$ cat config.mk
export PLATFORM = sky130hd
export DESIGN_NAME = dmi_jtag_auth_engine
export DESIGN_NICKNAME = d
export VERILOG_FILES = /design/src/rtl/dmi_jtag_auth_engine.sv
export SDC_FILE = /design/constraint.sdc
export NUM_CORES = 1
export LEC_CHECK = 0
export CAP_MARGIN = 20
export CORE_MARGIN = 3
export CORE_UTILIZATION = 30
export DETAILED_ROUTE_END_ITERATION = 8
export SYNTH_ARGS = -nofsm -noshare
export SYNTH_HDL_FRONTEND = slang
export SYNTH_SLANG_ARGS = --single-unit
$ cat constraint.sdc
create_clock -name clk_i -period 1.65 [get_ports clk_i]
set_input_delay 0.2475 -clock clk_i [delete_from_list [all_inputs] [get_ports clk_i]]
set_output_delay 0.2475 -clock clk_i [all_outputs]
set_load 0.1 [all_outputs]
$ cat src/rtl/dmi_jtag_auth_engine.sv
// dmi_jtag_auth_engine: TCK-domain DMI request engine with key-based unlock.
// It sits between the debug TAP (DR strobes, TDI/TDO) and the DMI CDC
// (request/response handshakes).
// AUTH ops are compared against a loaded key. Consecutive failed attempts
// lead to a lockout that only trst_ni clears.
// Optional macro DMI_AUTH_RELOCK_EN: automatically relock after RelockCycles
// idle cycles while unlocked.
module dmi_jtag_auth_engine #(
    parameter int AddrWidth    = 7,
    parameter int DataWidth    = 32,
    parameter int MaxFails     = 3,
    parameter int RelockCycles = 4096
) (
    input  logic                 clk_i,
    input  logic                 trst_ni,
    input  logic [DataWidth-1:0] key_i,
    input  logic                 key_load_i,
    input  logic                 test_logic_reset_i,
    input  logic                 capture_dr_i,
    input  logic                 shift_dr_i,
    input  logic                 update_dr_i,
    input  logic                 dmi_access_i,
    input  logic                 dtmcs_select_i,
    input  logic                 dmi_reset_i,
    input  logic                 dmi_tdi_i,
    output logic                 dmi_tdo_o,
    output logic [1:0]           error_o,
    output logic                 unlocked_o,
    output logic                 lockout_o,
    output logic                 req_valid_o,
    input  logic                 req_ready_i,
    output logic [AddrWidth-1:0] req_addr_o,
    output logic [DataWidth-1:0] req_data_o,
    output logic [1:0]           req_op_o,
    input  logic                 resp_valid_i,
    output logic                 resp_ready_o,
    input  logic [DataWidth-1:0] resp_data_i,
    input  logic [1:0]           resp_resp_i
);

    localparam int DRW = AddrWidth + DataWidth + 2;
    localparam logic [7:0] MAX_FAILS = 8'(MaxFails);

    localparam logic [1:0] OP_NOP   = 2'd0;
    localparam logic [1:0] OP_READ  = 2'd1;
    localparam logic [1:0] OP_WRITE = 2'd2;
    localparam logic [1:0] OP_AUTH  = 2'd3;

    localparam logic [1:0] ERR_NONE   = 2'd0;
    localparam logic [1:0] ERR_FAILED = 2'd2;
    localparam logic [1:0] ERR_BUSY   = 2'd3;

    typedef enum logic [2:0] {
        Idle,
        Read,
        WaitReadValid,
        Write,
        WaitWriteValid
    } state_e;

    state_e               state_q, state_d;
    logic [DRW-1:0]       dr_q, dr_d;
    logic [AddrWidth-1:0] address_q, address_d;
    logic [DataWidth-1:0] data_q, data_d;
    logic [DataWidth-1:0] key_q, key_d;
    logic                 key_valid_q, key_valid_d;
    logic [7:0]           fail_cnt_q, fail_cnt_d;
    logic [1:0]           error_q, error_d;
    logic                 unlocked_q, unlocked_d;
    logic                 lockout_q, lockout_d;

    // DR field views
    logic [AddrWidth-1:0] dr_addr;
    logic [DataWidth-1:0] dr_data;
    logic [1:0]           dr_op;
    assign dr_addr = dr_q[DRW-1 -: AddrWidth];
    assign dr_data = dr_q[DataWidth+1:2];
    assign dr_op   = dr_q[1:0];

    logic busy;
    logic op_failed;
    logic accept;

    // A new DR update is only acted on in Idle with no sticky error pending
    assign accept = update_dr_i && dmi_access_i && (state_q == Idle) && (error_q == ERR_NONE);

    // Busy: an update arrives while a request is in flight, or a capture would read stale read data
    assign busy = (update_dr_i && dmi_access_i && (state_q != Idle)) ||
                  (capture_dr_i && dmi_access_i &&
                   ((state_q == Read) || (state_q == WaitReadValid)));

    // Op decode, request FSM, authentication and key handling
    always_comb begin
        state_d     = state_q;
        address_d   = address_q;
        data_d      = data_q;
        key_d       = key_q;
        key_valid_d = key_valid_q;
        fail_cnt_d  = fail_cnt_q;
        unlocked_d  = unlocked_q;
        lockout_d   = lockout_q;
        op_failed   = 1'b0;

        if (key_load_i) begin
            key_d       = key_i;
            key_valid_d = 1'b1;
        end

        unique case (state_q)
            Idle: begin
                if (accept) begin
                    address_d = dr_addr;
                    unique case (dr_op)
                        OP_NOP: begin
                            data_d = dr_data;
                        end
                        OP_READ: begin
                            data_d = dr_data;
                            if (unlocked_q) state_d = Read;
                            else            op_failed = 1'b1;
                        end
                        OP_WRITE: begin
                            data_d = dr_data;
                            if (unlocked_q) state_d = Write;
                            else            op_failed = 1'b1;
                        end
                        OP_AUTH: begin
                            // The key never lands in data_q, so it cannot be captured back out
                            if (!lockout_q) begin
                                if (key_valid_q && (dr_data == key_q)) begin
                                    unlocked_d = 1'b1;
                                    fail_cnt_d = 8'd0;
                                end else begin
                                    unlocked_d = 1'b0;
                                    if (fail_cnt_q < MAX_FAILS) begin
                                        fail_cnt_d = fail_cnt_q + 8'd1;
                                    end
                                    if ((fail_cnt_q + 8'd1) >= MAX_FAILS) begin
                                        lockout_d = 1'b1;
                                    end
                                end
                            end
                        end
                        default: ;
                    endcase
                end
            end
            Read: begin
                if (req_ready_i) state_d = WaitReadValid;
            end
            WaitReadValid: begin
                if (resp_valid_i) begin
                    data_d  = resp_data_i;
                    state_d = Idle;
                    if (resp_resp_i != 2'd0) op_failed = 1'b1;
                end
            end
            Write: begin
                if (req_ready_i) state_d = WaitWriteValid;
            end
            WaitWriteValid: begin
                if (resp_valid_i) begin
                    state_d = Idle;
                    if (resp_resp_i != 2'd0) op_failed = 1'b1;
                end
            end
            default: state_d = Idle;
        endcase
    end

    // Sticky error: clear wins, Busy outranks OPFailed and is never downgraded
    always_comb begin
        error_d = error_q;
        if (dmi_reset_i && dtmcs_select_i) begin
            error_d = ERR_NONE;
        end else if (busy) begin
            error_d = ERR_BUSY;
        end else if (op_failed && (error_q != ERR_BUSY)) begin
            error_d = ERR_FAILED;
        end
    end

    // DR shift path: TLR clear, capture of {addr, data, status}, right shift from TDI
    always_comb begin
        dr_d = dr_q;
        if (test_logic_reset_i) begin
            dr_d = '0;
        end else if (capture_dr_i && dmi_access_i) begin
            dr_d = {address_q, data_q, (busy ? ERR_BUSY : error_q)};
        end else if (shift_dr_i && dmi_access_i) begin
            dr_d = {dmi_tdi_i, dr_q[DRW-1:1]};
        end
    end

`ifdef DMI_AUTH_RELOCK_EN
    localparam int RW = $clog2(RelockCycles) + 1;
    localparam logic [RW-1:0] RELOCK_LIMIT = RW'(RelockCycles);

    logic [RW-1:0] relock_cnt_q, relock_cnt_d;
    logic          relock;

    // Idle-time counter; an accepted op restarts it, reaching the limit drops the unlock
    always_comb begin
        relock_cnt_d = relock_cnt_q;
        relock       = 1'b0;
        if (accept) begin
            relock_cnt_d = '0;
        end else if (unlocked_q && (state_q == Idle) && !update_dr_i) begin
            if ((relock_cnt_q + RW'(1)) == RELOCK_LIMIT) begin
                relock       = 1'b1;
                relock_cnt_d = '0;
            end else begin
                relock_cnt_d = relock_cnt_q + RW'(1);
            end
        end else if (!unlocked_q) begin
            relock_cnt_d = '0;
        end
    end

    // Relock counter register
    always_ff @(posedge clk_i or negedge trst_ni) begin
        if (!trst_ni) relock_cnt_q <= '0;
        else          relock_cnt_q <= relock_cnt_d;
    end
`else
    logic relock;
    assign relock = 1'b0;
`endif

    // State registers
    always_ff @(posedge clk_i or negedge trst_ni) begin
        if (!trst_ni) begin
            state_q     <= Idle;
            dr_q        <= '0;
            address_q   <= '0;
            data_q      <= '0;
            key_q       <= '0;
            key_valid_q <= 1'b0;
            fail_cnt_q  <= 8'd0;
            error_q     <= ERR_NONE;
            unlocked_q  <= 1'b0;
            lockout_q   <= 1'b0;
        end else begin
            state_q     <= state_d;
            dr_q        <= dr_d;
            address_q   <= address_d;
            data_q      <= data_d;
            key_q       <= key_d;
            key_valid_q <= key_valid_d;
            fail_cnt_q  <= fail_cnt_d;
            error_q     <= error_d;
            unlocked_q  <= unlocked_d && !relock;
            lockout_q   <= lockout_d;
        end
    end

    assign dmi_tdo_o    = dr_q[0];
    assign error_o      = error_q;
    assign unlocked_o   = unlocked_q;
    assign lockout_o    = lockout_q;
    assign req_valid_o  = (state_q == Read) || (state_q == Write);
    assign req_op_o     = (state_q == Read)  ? OP_READ :
                          (state_q == Write) ? OP_WRITE : OP_NOP;
    assign req_addr_o   = address_q;
    assign req_data_o   = data_q;
    assign resp_ready_o = 1'b1;

endmodule

Word-level counts from Yosys, hierarchy flattened
Cells that the tools add are included.
- add/sub/neg operators: 1
- order comparisons: 2
- eq/ne operators: 18
- muxes and demuxes: 33
- bitwise operators: 1
- reductions and logical operators: 31
- operators by type and width (kind ; number):
    41-bit two-way mux ; 3
    32-bit two-way mux ; 3
    32-bit case mux with 2 select lines ; 1
    32-bit == test ; 1
    3-bit two-way mux ; 6
    8-bit two-way mux ; 2
    2-bit two-way mux ; 6
    2-bit inequality test (second input constant) ; 6
    3-bit case mux with 4 select lines ; 1
    1-bit logical AND ; 10
    1-bit two-way mux ; 9
    3-bit nonzero test ; 3
    8-bit by 1-bit adder with 8-bit output (second input constant) ; 1
    8-bit by 2-bit greater-or-equal comparator with 1-bit output (second input constant) ; 1
    8-bit by 2-bit < comparator with 1-bit output (second input constant) ; 1
    4-bit AND reduction ; 2
    7-bit AND reduction ; 1
    3-bit by 2-bit == test with 1-bit output (second input constant) ; 2
    3-bit inequality test (second input constant) ; 2
    3-bit case mux with 2 select lines ; 1
    2-bit nonzero test ; 3
    5-bit AND reduction ; 1
    2-bit == test (second input constant) ; 2
    2-bit zero test ; 2
    other kinds (13) ; 16
- register bits: 128
- input port bits: 79
- output and inout port bits: 48
- logic and storage cells: 96

Longest topological paths before layout
Gate-level depths: netlist of run 1.
- depth in word-level cells: 9
- gate-level depth with buffers: 8
- depth with buffers taken out: 6

Worst setup path before layout of run 1
No wires, ideal clock.
- path kind: register to output
- start: register state_q[1]
- end: output port req_op_o[0]
- data arrival time: 2605 ps
- data required time: 1402 ps
- path slack: -1202 ps
- stages on the path, launching flop included: 3
- buffers on the path: 1
- cell sequence: dfrtp_1 > buf_2 > nor3_1
- cells in the longest elaborated chain, start to end: 2
- ends and longest elaborated chain (item ; RTL line ; text):
    from (decl) ; 61 ; state_e state_q, state_d;
    from (signal assigned) ; 233 ; state_q <= Idle;
    from (signal assigned) ; 244 ; state_q <= state_d;
    3-bit by 1-bit == test with 1-bit output ; 262 ; assign req_op_o = (state_q == Read) ? OP_READ :
    2-bit two-way mux ; 262 ;
    to (decl) ; 34 ; output logic [1:0] req_op_o,
Every way passes these cells.

Worst setup path in the final report of run 1
- start: register dr_q[0]
- end: register state_q[2]
- cells in the longest elaborated chain, start to end: 4
- elaborated cells on any way between the ends: 9
- those cells by class: 5 x eq/ne; 3 x mux; 1 x reduce/logical
- ends and longest elaborated chain (item ; RTL line ; text):
    from (decl) ; 62 ; logic [DRW-1:0] dr_q, dr_d;
    from (signal assigned) ; 245 ; dr_q <= dr_d;
    2-bit == test or 2-bit by 1-bit == test with 1-bit output (tied branches) ; 113 ; unique case (dr_op)
    3-bit case mux with 2 select lines ; 113 ;
    3-bit two-way mux ; 111 ; if (accept) begin
    3-bit case mux with 4 select lines ; 109 ; unique case (state_q)
Parallel ways exist; a longest one is shown, timed or not. The select of a mux whose other input is x is not followed.
A chain may end at the register's enable or synchronous reset.

==> results.toml, run 1 <==
[run_status]
status = "finished with violations"
violations = "negative setup slack"

[floorplanning]
core-area_mm2 = 0.02030
fp.dieH_um = 150.2
die_x_um = 150.2
row_count = 52
initial_utilization = 0.3071
dieArea_mm2 = 0.02255
num_io_pins = 127

[sta]
finalHoldViolCount = 0
holdWs_ns = 0.1352
setup_viol = 13
setup_slack_ns = -0.09969
skew_ns = 0.008808
rsz0062_at_grt = "yes"
fin_crit_sh = 1.060
tightest_slew_ns = 0.5164
slew_violations = 0
max_slew_margin = 0.6557
min_period_ns = 1.750
fmax_ghz = 0.5715

[critical_path]
critPathMaxStageDelay_ns = 0.51
critPathCaptureType = "register"
worstPathRequired_ns = 1.94
slowest_stage = "dfrtp_4"
path_buf_inv = 0
crit_family = "compound AO/OA/AOI/OAI gates"
crit_fanout = 4
cp.arrival_ns = 2.04
cp_cell_sequence = "ha_4, o211ai_1, o21ai_1, o31ai_2, mux2_2"
start_kind = "register"
path_class = "reg -> reg"

[placement]
dp_cells = 978
place_area_mm2 = 0.008786
hpwl_um = 12470
place_congestion = 0.8196
io_buffer_count = 125

[final_layout]
fin_area_mm2 = 0.009508
drive_gt1_frac = 0.3004
final_common_cell = "dfrtp_1"
n_antenna_cell = 0
fillers = 1859
nNetsFinal = 823
synthToLayoutAreaGrowth_pct = 52.50
final_cell_mix = "dfrtp_1 (121), nand2_1 (79), clkdlybuf4s50_1 (76)"
final_cells = 1019

[yosys]
ys_ff_latch = 128
ys_types = 50
ys_warn_count = 0
syn-instance-count = 560
ys_seq_area_frac = 0.5137
synth_ff_type = "dfrtp_1"
syn_area_per_cell_um2 = 11.13
syn_nets = 645
async_reset_ff_frac = 1.000
synth_edf_count = 0
syn_area_mm2 = 0.006235

[pwr]
ir_drop_uv = 721.5
p_int_mw = 5.812
p_leak_nw = 4.180
p_clk_frac = 0.444
power.density_mw_per_mm2 = 803.8
comb_power_share = 0.121
seq_power_share = 0.435
power_switching_mw = 1.830
p_sw_frac = 0.2395

[grt]
grt_pass1_wl_um = 27580
antenna_found_initial = 1
grt_pass1_vias = 5214
grt_usage = 0.1567
grt.overflow.total = 0
grt_max_degree = 45

[min_path]
worstHoldPathType = "in -> reg"

[detailed_routing]
drt_pass1_iterations = 4
via_count = 4844
vias_per_cell = 4.754
finalWirelength_um = 17010
drc = 0
drt_iter0_drc = 193
wl_per_cell_um = 16.69
antenna_left = 0

[cts]
cts.clk_slew.worst_paths_ns = 0.05
htree_levels = 4
cts_tree = "built"
cts_buffers = 17
clock-sinks = 128
clock-root-buffer = "clkbuf_16"
clk_latency_ns = 0.41
cts_buffer_depth = 2

[flow_run]
timing.max_cap.violations = 0
-- final cells by class --
class | instances | area [um^2] | share of cell area
timing repair buffer | 194 | 2387 | 0.2511
multi-input combinational | 389 | 3004 | 0.3160
clock buffer | 22 | 464.2 | 0.04882
clock inverter | 8 | 65.06 | 0.006843
tap | 270 | 337.8 | 0.03553
inverter | 8 | 30.03 | 0.003158
sequential | 128 | 3219 | 0.3386
-- what timing repair did --
| item | 4_1_cts | 5_1_grt |
|---|---|---|
| buffers inserted | 6 | 5 |
| endpoints found under the setup margin | 14 | 47 |
| resized for setup | 8 | 16 |
| hold buffers | 1 | 0 |
| pin swaps | 15 | 9 |
| endpoints found under the hold margin | 30 | 0 |
-- state kept, by name, summed over array words and instances, names as in the netlist --
register / cells
key_valid_q: 1
lockout_o: 1
key_q: 32
dr_q: 41
fail_cnt_q: 8
state_q: 3
req_data_o: 32
unlocked_o: 1
error_o: 2
req_addr_o: 7
-- kinds of logic (layout without fill, tap and decap cells) --
family                     after synthesis  in the layout  share of synthesized area
and+or+nand+nor                        136            136                     0.1011
DFF                                    128            128                     0.5137
muxes                                  111            111                     0.1864
buffers and inverters                   43            232                    0.02970
other                                    1              1                  0.0006015
xor gates and xnor gates                34             34                    0.04776
adders and majority gates                6              6                    0.01204
AOI/OAI and AO/OA                      101            101                     0.1086
-- through the flow --
step / utilization / power [mW] / setup slack [ns] / TNS (ns)
2_1_floorplan: - / 3.785 / -0.2200 / -7.299
3_3_place_gp: 0.4328 / 4.278 / -0.2445 / -9.709
3_5_place_dp: 0.4328 / 4.293 / -0.3033 / -10.94
4_1_cts: 0.4631 / 7.735 / -0.1147 / -1.206
5_1_grt: 0.4684 / 7.961 / -0.1678 / -2.400
6_report: 0.4684 / 7.642 / -0.09969 / -0.9484
-- path summary, 6_finish.rpt --
check	start	endpoint	slack, ns	cells after the start
setup / recovery	dr_q[0]$_DFFE_PN0P_	state_q[2]$_DFFE_PN0P_	-0.1	5
min in group asynchronous	trst_ni	key_q[20]$_DFFE_PN0P_	0.35	2
max in group asynchronous	trst_ni	dr_q[0]$_DFFE_PN0P_	0.72	3
hold / removal	test_logic_reset_i	dr_q[0]$_DFFE_PN0P_	0.14	2
hold reg to reg	key_valid_q$_DFFE_PN0P_	key_valid_q$_DFFE_PN0P_	0.47	1
setup reg to reg	dr_q[0]$_DFFE_PN0P_	state_q[2]$_DFFE_PN0P_	-0.1	5
-- power groups by stage --
stage	logic (mW)	registers [mW]	clock network, mW
after CTS	0.928	3.32	3.48
after global routing	0.995	3.34	3.63
after detailed placement	0.915	3.38	0
after floorplan	0.328	3.46	0
after global placement	0.906	3.37	0
final	0.925	3.32	3.39
-- cell usage after synthesis (all sizes together) (2+ instances only) --
| library cell | instances | share of area |
|---|---|---|
| inv | 8 | 0.0048 |
| xor2 | 26 | 0.037 |
| mux2i | 70 | 0.11 |
| o21bai | 2 | 0.0024 |
| dfrtp | 128 | 0.51 |
| mux2 | 41 | 0.074 |
| buf | 18 | 0.015 |
| ha | 6 | 0.012 |
| nor2 | 10 | 0.0060 |
| o32ai | 2 | 0.0028 |
| nand3 | 5 | 0.0040 |
| a21oi | 7 | 0.0056 |
| nand2 | 85 | 0.051 |
| nor2b | 6 | 0.0060 |
| nand4 | 2 | 0.0020 |
| clkbuf | 17 | 0.010 |
| o21a | 2 | 0.0024 |
| and3 | 2 | 0.0020 |
| nor3 | 10 | 0.0088 |
| xnor2 | 8 | 0.011 |
| o31ai | 41 | 0.049 |
| or2 | 2 | 0.0020 |
| nor4 | 7 | 0.0094 |
| o21ai | 35 | 0.028 |
-- per-layer routing --
metal | routed length [um] | up-vias | GRT usage
met4 | 397 | 2 | 0.05215
met2 | 7895 | 138 | 0.2458
met5 | 13 | - | 0
li1 | - | 2354 | -
met3 | 1144 | 32 | 0.05569
met1 | 7557 | 2318 | 0.2023
No activity file was read; power rests on OpenSTA's default activity.
==> run 2, diff against run 1 <==
CORE_ASPECT_RATIO = 1.5   (was default)
==> run 2 against run 1 <==
Die area grew 0.16%. Worst setup slack lost 0.040 ns. Sequential share of layout area shrank 1.2 points. Critical endpoint is now fail_cnt_q[6]$_DFFE_PN0P_. Design area grew 3.8%. Non-clock buffer count grew 26. Maximum frequency shrank 2.2%. Combinational power grew 10%. Global-route usage grew 0.30 points. The run still ends with negative setup slack left. Flip-flop and latch count is the same.
==> results.toml, run 2 (synthesis gave the netlist of run 1 again) <==
[run_status]
status = "finished with violations"
violations = "negative setup slack"

[sta]
slew_violations = 0
holdWs_ns = 0.1518
setup_viol = 45
fin_crit_sh = 1.084
min_period_ns = 1.789
setup_slack_ns = -0.1393
fmax_ghz = 0.5589
skew_ns = 0.01172
rsz0062_at_grt = "yes"
finalHoldViolCount = 0

[placement]
hpwl_um = 13300
dp_cells = 991
io_buffer_count = 125
place_congestion = 0.8019

[critical_path]
cp.arrival_ns = 2.08
path_class = "reg -> reg"
worstPathRequired_ns = 1.94
crit_family = "simple AND/OR/NAND/NOR gates"
start_kind = "register"
slowest_stage = "dfrtp_1"
crit_start = "dr_q[6]$_DFFE_PN0P_"
critPathMaxStageDelay_ns = 0.40
crit_fanout = 8
cp_cell_sequence = "xor2_1, nor4_1, buf_4, nand4_1, nor4_4, buf_6, nor2b_1"
path_buf_inv = 2
timing.rr.start = "dr_q[6]$_DFFE_PN0P_"
critPathCaptureType = "register"

[pwr]
ir_drop_uv = 450.1
total_power_mw = 7.955
power.density_mw_per_mm2 = 806.5
p_leak_nw = 4.369

[final_layout]
fillers = 1834
final_cells = 1040
drive_gt1_frac = 0.3273
synthToLayoutAreaGrowth_pct = 58.22
largest_reg_flops = 41
nNetsFinal = 849
final_cell_mix = "dfrtp_1 (121), clkdlybuf4s50_1 (76), nand2_1 (75)"
multi_input_area_mm2 = 0.003017
largest-register = "dr_q"
seqCellArea_mm2 = 0.003219
final_common_cell = "dfrtp_1"
utilization = 0.4831
n_antenna_cell = 0

[cts]
cts_buffer_depth = 2
clock-root-buffer = "clkbuf_16"
cts_tree = "built"
cts.clk_slew.worst_paths_ns = 0.05
clock-sinks = 128
cts_buffers = 17
clk_latency_ns = 0.41
htree_levels = 4

[floorplanning]
initial_utilization = 0.3053
num_io_pins = 127
die_x_um = 123.7
row_count = 64
dieArea_mm2 = 0.02258
core-area_mm2 = 0.02042
fp.dieH_um = 182.6

[grt]
grt_usage = 0.1597
grt_pass1_vias = 5284
grt.overflow.total = 0
grt_max_degree = 52
grt_pass1_wl_um = 27840
antenna_found_initial = 0

[detailed_routing]
via_count = 5033
drc = 0
drt_pass1_iterations = 4
vias_per_cell = 4.839
drt_iter0_drc = 198
finalWirelength_um = 18670
wl_per_cell_um = 17.95
antenna_left = 0

[min_path]
hold_start = "test_logic_reset_i"
worstHoldPathType = "in -> reg"

[flow_run]
timing.max_cap.violations = 0
-- run 2: cell count changes in the layout (fill, tap and decap cells not counted), sizes merged --
| cell | change |
|---|---|
| clkinvlp | +2 |
| bufinv | +1 |
| buf | +23 |
| clkinv | -6 |
| clkbuf | +7 |
-- run 2: report_power, final --
part | switching [mW] | internal, mW | leakage [nW]
Sequential | 0.0789 | 3.24 | 1.69
Clock | 1.31 | 2.30 | 0.265
Combinational | 0.506 | 0.516 | 2.41
-- run 2: layout make-up --
class / count / area share
Clock buffer: 26 / 0.04858
Clock inverter: 5 / 0.008118
Timing Repair Buffer: 220 / 0.2744
Sequential cell: 128 / 0.3264
Multi-Input combinational cell: 389 / 0.3058
Tap cell: 264 / 0.03349
Inverter: 8 / 0.003298
-- run 2: routing by layer --
layer | routed length [um] | global-route usage | vias to the layer above
li1 | - | - | 2408
met1 | 7629 | 0.1940 | 2469
met2 | 9914 | 0.2834 | 134
met3 | 808 | 0.03194 | 22
met4 | 316 | 0.04302 | 0
met5 | 0 | 0 | -
-- run 2: stage by stage --
step                TNS (ns)  worst slack [ns]  cell area, um^2
detailed placement    -8.874           -0.3628             8950
CTS                   -1.602           -0.1476             9619
global route          -6.598           -0.2403             9864
floorplan             -7.299           -0.2200             6294
finish                -3.157           -0.1393             9864
global placement      -6.603           -0.3084             8950
-- run 2: what timing repair did --
item,CTS,global route
hold endpoints to repair,35,0
endpoints found under the setup margin,15,54
gates resized for setup,9,29
buffers inserted,9,3
pin swaps,11,7
hold buffers,1,0
gates cloned,0,6
-- run 2: final timing paths --
kind	to	slack (ns)	depth (start not counted)
min	dr_q[0]$_DFFE_PN0P_	0.15	2
min reg2reg	key_valid_q$_DFFE_PN0P_	0.47	1
max in group asynchronous	state_q[1]$_DFFE_PN0P_	0.69	3
max	fail_cnt_q[6]$_DFFE_PN0P_	-0.14	7
max reg2reg	fail_cnt_q[6]$_DFFE_PN0P_	-0.14	7
min in group asynchronous	dr_q[37]$_DFFE_PN0P_	0.33	2
==> run 3, diff against run 2 <==
GPL_ROUTABILITY_DRIVEN = 0   (was default)
SLEW_MARGIN = 20   (was default)
==> results of run 3 <==
Same layout as run 2: the final DEF is identical, and so are final timing and power.
